## src/rtl/slide_pot_sequencer.sv

```systemverilog
// Round-robin sequencer for the six slide pots on the shared ADC128S SPI link.
// Each channel is converted with two SPI transactions; only the second returns valid data.
module slide_pot_sequencer #(
    parameter int unsigned SWEEP_GAP = 1024,
    parameter int unsigned TIMEOUT   = 4096
) (
    input  logic        clk,
    input  logic        rst_n,
    input  logic        pause,
    output logic        spi_wrt,
    output logic [15:0] spi_cmd,
    input  logic        spi_done,
    input  logic [15:0] spi_rd,
    output logic [11:0] LP_gain,
    output logic [11:0] B1_gain,
    output logic [11:0] B2_gain,
    output logic [11:0] B3_gain,
    output logic [11:0] HP_gain,
    output logic [11:0] VOL,
    output logic        pots_valid,
    output logic        sweep_done,
    output logic        timeout_err
);

    localparam logic [3:0] GAP      = 4'd0;
    localparam logic [3:0] CMD      = 4'd1;
    localparam logic [3:0] WAIT_CMD = 4'd2;
    localparam logic [3:0] DLY      = 4'd3;
    localparam logic [3:0] RD       = 4'd4;
    localparam logic [3:0] WAIT_RD  = 4'd5;
    localparam logic [3:0] STORE    = 4'd6;
    localparam logic [3:0] NEXT     = 4'd7;
    localparam logic [3:0] HOLD     = 4'd8;

    localparam int unsigned GAP_W = $clog2(SWEEP_GAP + 1);
    localparam int unsigned TO_W  = $clog2(TIMEOUT + 1);
    localparam logic [GAP_W-1:0] GAP_LAST = GAP_W'(SWEEP_GAP - 1);
    localparam logic [TO_W-1:0]  TO_LAST  = TO_W'(TIMEOUT - 1);

    logic [3:0]       state;
    logic [GAP_W-1:0] gap_cnt;
    logic [TO_W-1:0]  wd_cnt;
    logic [2:0]       idx;
    logic [2:0]       chnl;
    logic [11:0]      rd_data;
    logic [11:0]      gain [6];
    logic [5:0]       valid;
    logic             unused_rd_hi;

    assign unused_rd_hi = ^spi_rd[15:12];

    always_comb begin
        case (idx)
            3'd0:    chnl = 3'd1;
            3'd1:    chnl = 3'd0;
            3'd2:    chnl = 3'd4;
            3'd3:    chnl = 3'd2;
            3'd4:    chnl = 3'd3;
            default: chnl = 3'd7;
        endcase
    end

    assign spi_wrt    = (state == CMD) || (state == RD);
    assign spi_cmd    = spi_wrt ? {2'b00, chnl, 11'h000} : '0;
    assign sweep_done = (state == NEXT) && (idx == 3'd5);
    assign pots_valid = &valid;

    assign LP_gain = gain[0];
    assign B1_gain = gain[1];
    assign B2_gain = gain[2];
    assign B3_gain = gain[3];
    assign HP_gain = gain[4];
    assign VOL     = gain[5];

    // Watchdog restarts on every state entry; spi_done wins over a coinciding expiry.
    always_ff @(posedge clk or negedge rst_n) begin
        if (!rst_n) begin
            state       <= GAP;
            gap_cnt     <= '0;
            wd_cnt      <= '0;
            idx         <= '0;
            rd_data     <= '0;
            valid       <= '0;
            timeout_err <= 1'b0;
            for (int unsigned i = 0; i < 6; i++) gain[i] <= '0;
        end else begin
            wd_cnt <= '0;
            case (state)
                GAP: begin
                    if (!pause) begin
                        if (gap_cnt == GAP_LAST) begin
                            gap_cnt <= '0;
                            state   <= CMD;
                        end else begin
                            gap_cnt <= gap_cnt + 1'b1;
                        end
                    end
                end
                CMD: state <= WAIT_CMD;
                WAIT_CMD: begin
                    if (spi_done) begin
                        state <= DLY;
                    end else if (wd_cnt == TO_LAST) begin
                        timeout_err <= 1'b1;
                        state       <= NEXT;
                    end else begin
                        wd_cnt <= wd_cnt + 1'b1;
                    end
                end
                DLY: state <= RD;
                RD:  state <= WAIT_RD;
                WAIT_RD: begin
                    if (spi_done) begin
                        rd_data <= spi_rd[11:0];
                        state   <= STORE;
                    end else if (wd_cnt == TO_LAST) begin
                        timeout_err <= 1'b1;
                        state       <= NEXT;
                    end else begin
                        wd_cnt <= wd_cnt + 1'b1;
                    end
                end
                STORE: begin
                    gain[idx]  <= rd_data;
                    valid[idx] <= 1'b1;
                    state      <= NEXT;
                end
                NEXT: begin
                    if (idx == 3'd5) begin
                        idx     <= '0;
                        gap_cnt <= '0;
                        state   <= GAP;
                    end else begin
                        idx   <= idx + 3'd1;
                        state <= pause ? HOLD : CMD;
                    end
                end
                HOLD: if (!pause) state <= CMD;
                default: state <= GAP;
            endcase
        end
    end

endmodule

```

## config.mk

```make
export PLATFORM = sky130hd
export DESIGN_NAME = slide_pot_sequencer
export DESIGN_NICKNAME = d
export VERILOG_FILES = /design/src/rtl/slide_pot_sequencer.sv
export SDC_FILE = /design/constraint.sdc
export NUM_CORES = 1
export LEC_CHECK = 0
export ABC_AREA = 1
export CAP_MARGIN = 10
export CORE_ASPECT_RATIO = 1.5
export CORE_MARGIN = 3
export CORE_UTILIZATION = 30
export DETAILED_ROUTE_END_ITERATION = 16
export GPL_TIMING_DRIVEN = 0
export PLACE_DENSITY_LB_ADDON = 0.05
export RECOVER_POWER = 25
export SETUP_SLACK_MARGIN = 0.2
export SLEW_MARGIN = 15
export SYNTH_ARGS = -nofsm -noshare
export SYNTH_HDL_FRONTEND = slang
export SYNTH_SLANG_ARGS = --single-unit
export TNS_END_PERCENT = 10
```

## constraint.sdc

```tcl
create_clock -name clk -period 2.1 [get_ports clk]
set_input_delay 0.42 -clock clk [delete_from_list [all_inputs] [get_ports clk]]
set_output_delay 0.42 -clock clk [all_outputs]
set_load 0.01 [all_outputs]
```

## After elaboration in Yosys (flattened, before gate mapping)

Cells that the tools add are included.

| storage, ports and cells | value |
|---|---|
| register bits after elaboration | 122 |
| input bits | 20 |
| output and inout bits | 92 |

| cells by class | value |
|---|---|
| $add $sub $neg | 3 |
| order comparisons | 4 |
| equal/unequal tests | 19 |
| mux-type cells | 24 |
| bitwise operators | 3 |
| reduce and logical (&&, ||, !) cells | 13 |

Operators by type and width:

| kind | count |
|---|---|
| $bwmux W72 | 1 |
| $mux W13 | 3 |
| $demux W12 S3 | 1 |
| $pmux W4 S9 | 1 |
| $mux W11 | 3 |
| $mux W4 | 8 |
| $pmux W11 S2 | 1 |
| $eq A4 B3 Y1 const B | 4 |
| $pmux W3 S5 | 1 |
| $mux W14 | 1 |
| $add A13 B1 Y13 const B | 1 |
| $eq A13 B12 Y1 const B | 1 |
| $mux W12 | 1 |
| $add A11 B1 Y11 const B | 1 |
| $eq A11 B10 Y1 const B | 1 |
| $reduce_and A3 Y1 | 3 |
| $eq A4 B2 Y1 const B | 2 |
| $eq A3 B2 Y1 const B | 2 |
| $eq A3 B3 Y1 const B | 2 |
| $ne A2 B2 Y1 const B | 3 |
| $or A6 B6 Y6 | 1 |
| $reduce_and A6 Y1 | 1 |
| $eq A4 B1 Y1 const B | 1 |
| $eq A4 B4 Y1 const B | 1 |
| other kinds (19) | 21 |

## Logic depth before layout (Yosys ltp)

Gate-level depths: netlist of the first run.

| depth | value |
|---|---|
| depth after elaboration | 6 |
| depth in mapped cells | 10 |

## Worst setup path after synthesis of the first run

No wires, ideal clock.

| timing path | value |
|---|---|
| path kind | register to register |
| start point | reg wd_cnt[0] |
| end point | reg wd_cnt[10] |
| setup time | 121 ps |
| arrival time | 1408 ps |
| data required time | 1979 ps |
| slack | 570 ps |
| cell stages (with the launch flop) | 8 |
| buffers on the path | 1 |
| period minus slack after synthesis | 1530 ps |
| path through | dfrtp_1 > ha_1 > nand3_1 > nor2_1 > nand2_1 > nand2_1 > buf_2 > nor2_1 |

| on the way | value |
|---|---|
| word-level cells in the longest chain between the ends | 4 |

RTL lines:

| what | line | text |
|---|---|---|
| start: declaration | 42 | `logic [TO_W-1:0] wd_cnt;` |
| start signal: assignment | 107 | `wd_cnt <= wd_cnt + 1'b1;` |
| start signal: assignment | 120 | `wd_cnt <= wd_cnt + 1'b1;` |
| $add A13 B1 Y13 / $eq A13 B12 Y1 (equally long branches) | n/a |  |
| $mux W13 * | 103, 116 |  |
| $mux W13 * | 113 | `if (spi_done) begin` |
| $mux W13 * | n/a |  |

Every way passes the cells marked *; elsewhere a longest branch is shown, timed or not.
A chain may end at the register's enable or synchronous reset.

## Worst setup path after layout of the first run

| timing path | value |
|---|---|
| start point | reg state[3] |
| end point | out spi_wrt |

| on the way | value |
|---|---|
| word-level cells in the longest chain between the ends | 2 |

RTL lines:

| what | line | text |
|---|---|---|
| start: declaration | 40 | `logic [3:0] state;` |
| start signal: assignment | 135 | `state <= pause ? HOLD : CMD;` |
| $eq A4 B1 Y1 / $eq A4 B3 Y1 (equally long branches) | 63 | `assign spi_wrt = (state == CMD) \|\| (state == RD);` |
| $logic_or A1 B1 Y1 * | 63 |  |
| end: declaration | 10 | `output logic spi_wrt,` |

Marked as above.

==> results of run 1 <==
-- per-layer routing --
metal | vias up | GRT usage, %
met2 | 93 | 28.1
met3 | 16 | 4.34
met5 | - | 0
met1 | 1967 | 18.1
li1 | 2077 | -
met4 | 0 | 5.54
-- synth_stat cells (all sizes together) --
library cell	count	share of area (%)
o21bai	2	0.29
conb	1	0.074
o21ai	88	8.6
nand4	10	1.2
o22ai	1	0.12
ha	2	0.49
clkbuf	10	0.83
nand2	145	11
dfrtp	122	60
nor3b	1	0.15
xnor2	3	0.52
inv	54	4.0
a21oi	21	2.1
or2	2	0.25
nand3	18	1.8
xor2	6	1.0
buf	19	2.5
nand3b	3	0.44
nor2	55	4.0
nor3	6	1.0
-- area by class of cell --
class | count | share of cell area (%)
Sequential cell | 122 | 42.7
Tap cell | 206 | 3.60
Buffer | 29 | 2.82
Clock buffer | 20 | 6.25
Clock inverter | 12 | 2.08
Multi-Input combinational cell | 376 | 25.5
Timing Repair Buffer | 104 | 14.1
Inverter | 54 | 2.83
-- path summary, 6_finish.rpt --
check | startpoint | endpoint | slack, ns | cells after the start
setup / recovery | state[3] | spi_wrt | 0.10 | 8
hold / removal | valid[3] | valid[3] | 0.45 | 2
setup reg to reg | state[3] | B2_gain[9] | 0.18 | 8
hold reg to reg | valid[3] | valid[3] | 0.45 | 2
max in group asynchronous | rst_n | LP_gain[7] | 0.35 | 3
min in group asynchronous | rst_n | wd_cnt[3] | 0.74 | 2
-- power by group --
part	switching, mW	internal [mW]	total, mW
clock network	1.04	1.89	2.93
registers	0.509	3.11	3.62
logic	1.74	1.49	3.24
-- state kept, by name, indices dropped and copies added (netlist names) --
| signal | count |
|---|---|
| rd_data | 12 |
| valid | 6 |
| wd_cnt | 13 |
| gap_cnt | 11 |
| VOL | 12 |
| B1_gain | 12 |
| B2_gain | 12 |
| B3_gain | 12 |
| LP_gain | 12 |
| timeout_err | 1 |
| idx | 3 |
| HP_gain | 12 |
| state | 4 |
-- kinds of logic after synthesis --
family | Yosys count | synth area share, %
and+or+nand+nor | 240 | 19.6
DFF | 122 | 59.9
AOI/OAI and AO/OA | 112 | 11.1
buffers and inverters | 83 | 7.31
xor gates and xnor gates | 9 | 1.55
adders and majority gates | 2 | 0.491
other | 1 | 0.0735
-- placed cells by master, fill, tap and decap left out, types with 17 or more instances in the layout --
master                              n
sky130_fd_sc_hd__buf_4             23
sky130_fd_sc_hd__dfrtp_1          119
sky130_fd_sc_hd__o21ai_0           71
sky130_fd_sc_hd__nor2_1            49
sky130_fd_sc_hd__inv_1             50
sky130_fd_sc_hd__clkdlybuf4s50_1   87
sky130_fd_sc_hd__nand2_1          143
sky130_fd_sc_hd__clkbuf_16         17
sky130_fd_sc_hd__nand3_1           17
sky130_fd_sc_hd__a21oi_1           19
-- per-stage QoR --
step	setup WS [ns]	area [µm²]	hold slack, ns	setup TNS [ns]
after global placement	-4.30	6340	0.437	-523.17
after global routing	0.00640	7150	0.459	0
after detailed placement	-0.209	6370	0.367	-0.527
after CTS	-0.000748	7040	0.454	-0.000748
final	0.104	7150	0.447	0
after floorplan	0.570	5140	0.124	0
-- critical path, cell delays in order, from the launching register on --
cell	delay (ns)
sky130_fd_sc_hd__dfrtp_1	0.42
sky130_fd_sc_hd__inv_2	0.06
sky130_fd_sc_hd__nand2_4	0.07
sky130_fd_sc_hd__inv_1	0.05
sky130_fd_sc_hd__nand2_1	0.05
sky130_fd_sc_hd__inv_1	0.06
sky130_fd_sc_hd__nor2_4	0.17
sky130_fd_sc_hd__inv_1	0.06
sky130_fd_sc_hd__clkdlybuf4s15_1	0.23
-- what timing repair did --
| item | in CTS | in global routing |
|---|---|---|
| hold buffers | 1 | 0 |
| setup endpoints to repair | 27 | 71 |
| pin swaps | 6 | 8 |
| hold endpoints to repair | 38 | 0 |
| setup buffers | 3 | 5 |
| resized for setup | 38 | 51 |
==> qor.json, run 1 <==
{
  "run_status": "finished, final reports clean",
  "powerDensity_mw_per_mm2": 1370,
  "io_pins": 112,
  "timing.hold.worst.class": "flip-flop to flip-flop",
  "timing.critical_path.required_ns": 1.68,
  "timing.final.max_slew_violations": 0,
  "uppermost_layer_routed": "met4",
  "globalRoute.totalOverflow": 0,
  "clock-skew-final_ns": 0.00747,
  "die_area_mm2": 0.0186,
  "ff_latch_area_mm2": 0.00306,
  "fillers": 1679,
  "leakage_nw": 3.40,
  "grtUsageTotal_pct": 15.8,
  "critPathArrivalTime_ns": 1.58,
  "yosys_register_bits": 122,
  "grt_setup_unrepaired": "yes",
  "worst_slew_margin_relative_to_its_limit_pct": 29.5,
  "layout_area_growth_over_synthesis_pct": 40.2,
  "netlist-cell-type-count": 24,
  "clock_latency_ns": 0.41,
  "wl_met3_um": 606,
  "clk_root_buffer_cell": "sky130_fd_sc_hd__clkbuf_16",
  "period_share_pct": 95.0,
  "utilization_pct": 43.6,
  "setup_viol_count_final": 0,
  "yosys_warnings": 0,
  "start_util_pct": 31.1,
  "path_class": "flip-flop to primary output",
  "grt_pass1_wl_um": 23200,
  "detail_route.drc_violations": 0,
  "post_drt_wl_per_cell_um": 14.9,
  "layout.cells.non_filler": 923,
  "place_congestion": 0.793,
  "layout.nets": 726,
  "cts_buffers": 17,
  "cts.sinks": 122,
  "max_cap_violations": 0,
  "grt_max_degree": 85,
  "ctsLongestPathBuffers": 2,
  "syn_area_mm2": 0.00510,
  "vdd.ir_drop.worst_v": 0.000546,
  "timing_hold_violations_final": 0,
  "placeableCoreArea_mm2": 0.0164,
  "dr_wl_met2_um": 7210,
  "cts_tree": "yes",
  "multi_input_comb_area_mm2": 0.00183,
  "critical_path.endpoint_type": "primary output",
  "synth_sequential_area_ratio_pct": 59.9,
  "via_count_of_the_routed_design": 4153,
  "routed_via_count_divided_by_cell_count": 4.50,
  "synth_cells": 569,
  "detailedRoute.firstPassIterationCount": 4,
  "antenna_violations_before_repair": 0,
  "port_buffers": 94,
  "max_freq_mhz": 501,
  "ant_nets": 0,
  "first_global_vias": 4389,
  "cts.reportedPaths.clkPinSlew_ns": 0.06,
  "wl_um": 13800,
  "half_perimeter_wire_length_after_detailed_placement_um": 9990,
  "cts.htree.levels": 4,
  "synth_area_per_cell_um2": 8.96,
  "placed_cells_incl_taps": 882,
  "placementRows": 57,
  "die_w_um": 112,
  "post_route_cells_drive_above_1_share_pct": 13.9,
  "tot_pwr_mw": 9.79,
  "path_max_fanout": 4,
  "drt_iter0_drcs": 152,
  "tightestPinTransition_ns": 1.06,
  "setup.worst_path.start_class": "flip-flop",
  "die-height_um": 166,
  "wl_met1_um": 5730,
  "final_period_minus_worst_setup_slack_ns": 2.00,
  "n_antenna_cell": 0
}
No activity file was read; power rests on OpenSTA's default activity.
==> run 2, diff against run 1 <==
--- a/config.mk
+++ b/config.mk
@@ -11,6 +11,7 @@
 export CORE_MARGIN = 3
 export CORE_UTILIZATION = 30
 export DETAILED_ROUTE_END_ITERATION = 16
+export DONT_BUFFER_PORTS = 1
 export GPL_TIMING_DRIVEN = 0
 export PLACE_DENSITY_LB_ADDON = 0.05
 export RECOVER_POWER = 25
==> qor.json, run 2 (synthesis results as in run 1) <==
{
  "run_status": "finished with violations",
  "violations": "hold timing",
  "setup_viol_count_final": 0,
  "layout.nets": 626,
  "critical_path.endpoint_type": "primary output",
  "post_route_cells_drive_above_1_share_pct": 12.3,
  "first_global_vias": 3941,
  "clk_root_buffer_cell": "sky130_fd_sc_hd__clkbuf_16",
  "detailedRoute.firstPassIterationCount": 4,
  "n_antenna_cell": 0,
  "worst-r2r-cell-count": 6,
  "worst_path_slowest_cell": "sky130_fd_sc_hd__dfrtp_2",
  "max_freq_mhz": 516,
  "cts.reportedPaths.clkPinSlew_ns": 0.06,
  "setup_tns_ns": 0,
  "path_class": "flip-flop to primary output",
  "half_perimeter_wire_length_after_detailed_placement_um": 9870,
  "start_util_pct": 31.1,
  "path_max_fanout": 6,
  "io_pins": 112,
  "placed_cells_incl_taps": 787,
  "die-height_um": 166,
  "cts_buffers": 17,
  "port_buffers": 0,
  "routed_via_count_divided_by_cell_count": 4.73,
  "layout_area_growth_over_synthesis_pct": 20.2,
  "ctsLongestPathBuffers": 2,
  "dpl-instance-area_mm2": 0.00540,
  "combPwrFrac_pct": 20.8,
  "crit_path_start": "state[1]",
  "pwr-share-seq_pct": 44.5,
  "grt_max_degree": 123,
  "antenna_violations_before_repair": 0,
  "crit_path_end": "spi_cmd[12]",
  "timing_hold_violations_final": 122,
  "layout.cells.most_common": "sky130_fd_sc_hd__nand2_1",
  "worst-r2r-setup-slack_ns": 0.25,
  "post_drt_wl_per_cell_um": 16.9,
  "placeableCoreArea_mm2": 0.0164,
  "die_w_um": 112,
  "timing.final.max_slew_violations": 0,
  "ant_nets": 0,
  "die_area_mm2": 0.0186,
  "place_congestion": 0.810,
  "critical_path.cell_chain": "nor2_2, nand2_1, inv_1, nor2_4, a21oi_4",
  "fillers": 1706,
  "timing.hold.ws_ns": -0.300,
  "internal_power_mw": 5.60,
  "period_share_pct": 92.2,
  "cts.sinks": 122,
  "via_count_of_the_routed_design": 3891,
  "crit-reg2reg-launch": "state[1]",
  "top_library_cells_by_usage_in_the_layout_fill_and_taps_aside": "sky130_fd_sc_hd__nand2_1 (144), sky130_fd_sc_hd__dfrtp_1 (119), sky130_fd_sc_hd__o21ai_0 (82)",
  "regToRegEndpoint": "B1_gain[9]",
  "placementRows": 57,
  "sw_frac_of_total_pct": 36.7,
  "cts_tree": "yes",
  "setup.worst_path.start_class": "flip-flop",
  "final_period_minus_worst_setup_slack_ns": 1.94,
  "vdd.ir_drop.worst_v": 0.000486,
  "globalRoute.totalOverflow": 0,
  "grt_pass1_wl_um": 22500,
  "drt_iter0_drcs": 169,
  "timing.critical_path.required_ns": 1.68,
  "timing.hold.worst.class": "input pin to asynchronous set/reset pin",
  "clock_latency_ns": 0.41,
  "cts.htree.levels": 4,
  "largest_register_ff_count": 13,
  "utilization_pct": 37.4,
  "grtUsageTotal_pct": 15.5,
  "largest-register": "wd_cnt",
  "power.clock.fraction_pct": 34.8,
  "grt_setup_unrepaired": "yes",
  "powerDensity_mw_per_mm2": 1440,
  "wl_um": 13900,
  "power_switching_mw": 3.25,
  "layout.cells.non_filler": 823,
  "clock-skew-final_ns": 0.0161,
  "max_cap_violations": 0,
  "layout.cell_area.non_filler_mm2": 0.00613,
  "detail_route.drc_violations": 0,
  "critPathArrivalTime_ns": 1.52,
  "critPathMaxStageDelay_ns": 0.47,
  "leakage_nw": 2.98
}
==> run 2: how the worst min path moves through the flow <==
stage                     slack [ns]  startpoint  cells past startpoint          to
after floorplan                 0.12       rst_n                      0  B1_gain[0]
after global placement          0.13       rst_n                      0  wd_cnt[10]
after detailed placement        0.13       rst_n                      0  wd_cnt[10]
after CTS                      -0.31       rst_n                      0   wd_cnt[8]
after global routing           -0.33       rst_n                      0  wd_cnt[10]
final                          -0.30       rst_n                      0  wd_cnt[10]
==> run 2: critical path, delay by kind of cell, from the launching register on <==
kind	cells	cell delay [ns]
compound gates	1	0.18
buf+inv	1	0.09
flops	1	0.47
simple gates	3	0.38
==> run 2: layout make-up <==
class / count / area (µm²) / share of cell area (%)
plain buffers: 29 / 170 / 2.78
clock inverters: 14 / 185 / 3.02
flip-flops and latches: 122 / 3060 / 49.9
inverters: 54 / 203 / 3.31
well taps: 206 / 258 / 4.20
clock buffers: 18 / 429 / 7.00
multi-input cells: 376 / 1800 / 29.3
repair buffers: 4 / 30.0 / 0.490
==> run 2: power by group through the flow <==
stage / Sequential (mW) / Clock, mW / Combinational [mW]
floorplan: 3.75 / 0 / 1.25
global placement: 3.98 / 0 / 1.69
detailed placement: 3.98 / 0 / 1.74
CTS: 3.97 / 3.14 / 1.87
global route: 4.05 / 3.26 / 2.13
finish: 3.93 / 3.08 / 1.84
==> run 2: through the flow <==
stage	hold slack [ns]	total power [mW]	setup slack [ns]
after global placement	0.130	5.67	0.0944
final	-0.300	8.85	0.163
after global routing	-0.327	9.44	0.0502
after floorplan	0.124	5.00	0.570
after detailed placement	0.130	5.72	0.130
after CTS	-0.314	8.99	0.141
==> run 2: what timing repair did <==
| item | 4_1_cts | 5_1_grt |
|---|---|---|
| endpoints found under the setup margin | 26 | 73 |
| setup buffers | 2 | 2 |
| gates resized for setup | 19 | 4 |
| endpoints found under the hold margin | 122 | 122 |
| pin swaps | 1 | 1 |
==> run 2: per-layer routing <==
layer,routed length [µm],track usage (%),vias to the layer above
li1,-,-,1889
met1,5470,18.0,1893
met2,7280,26.6,93
met3,891,4.96,16
met4,228,5.49,0
met5,0,0,-
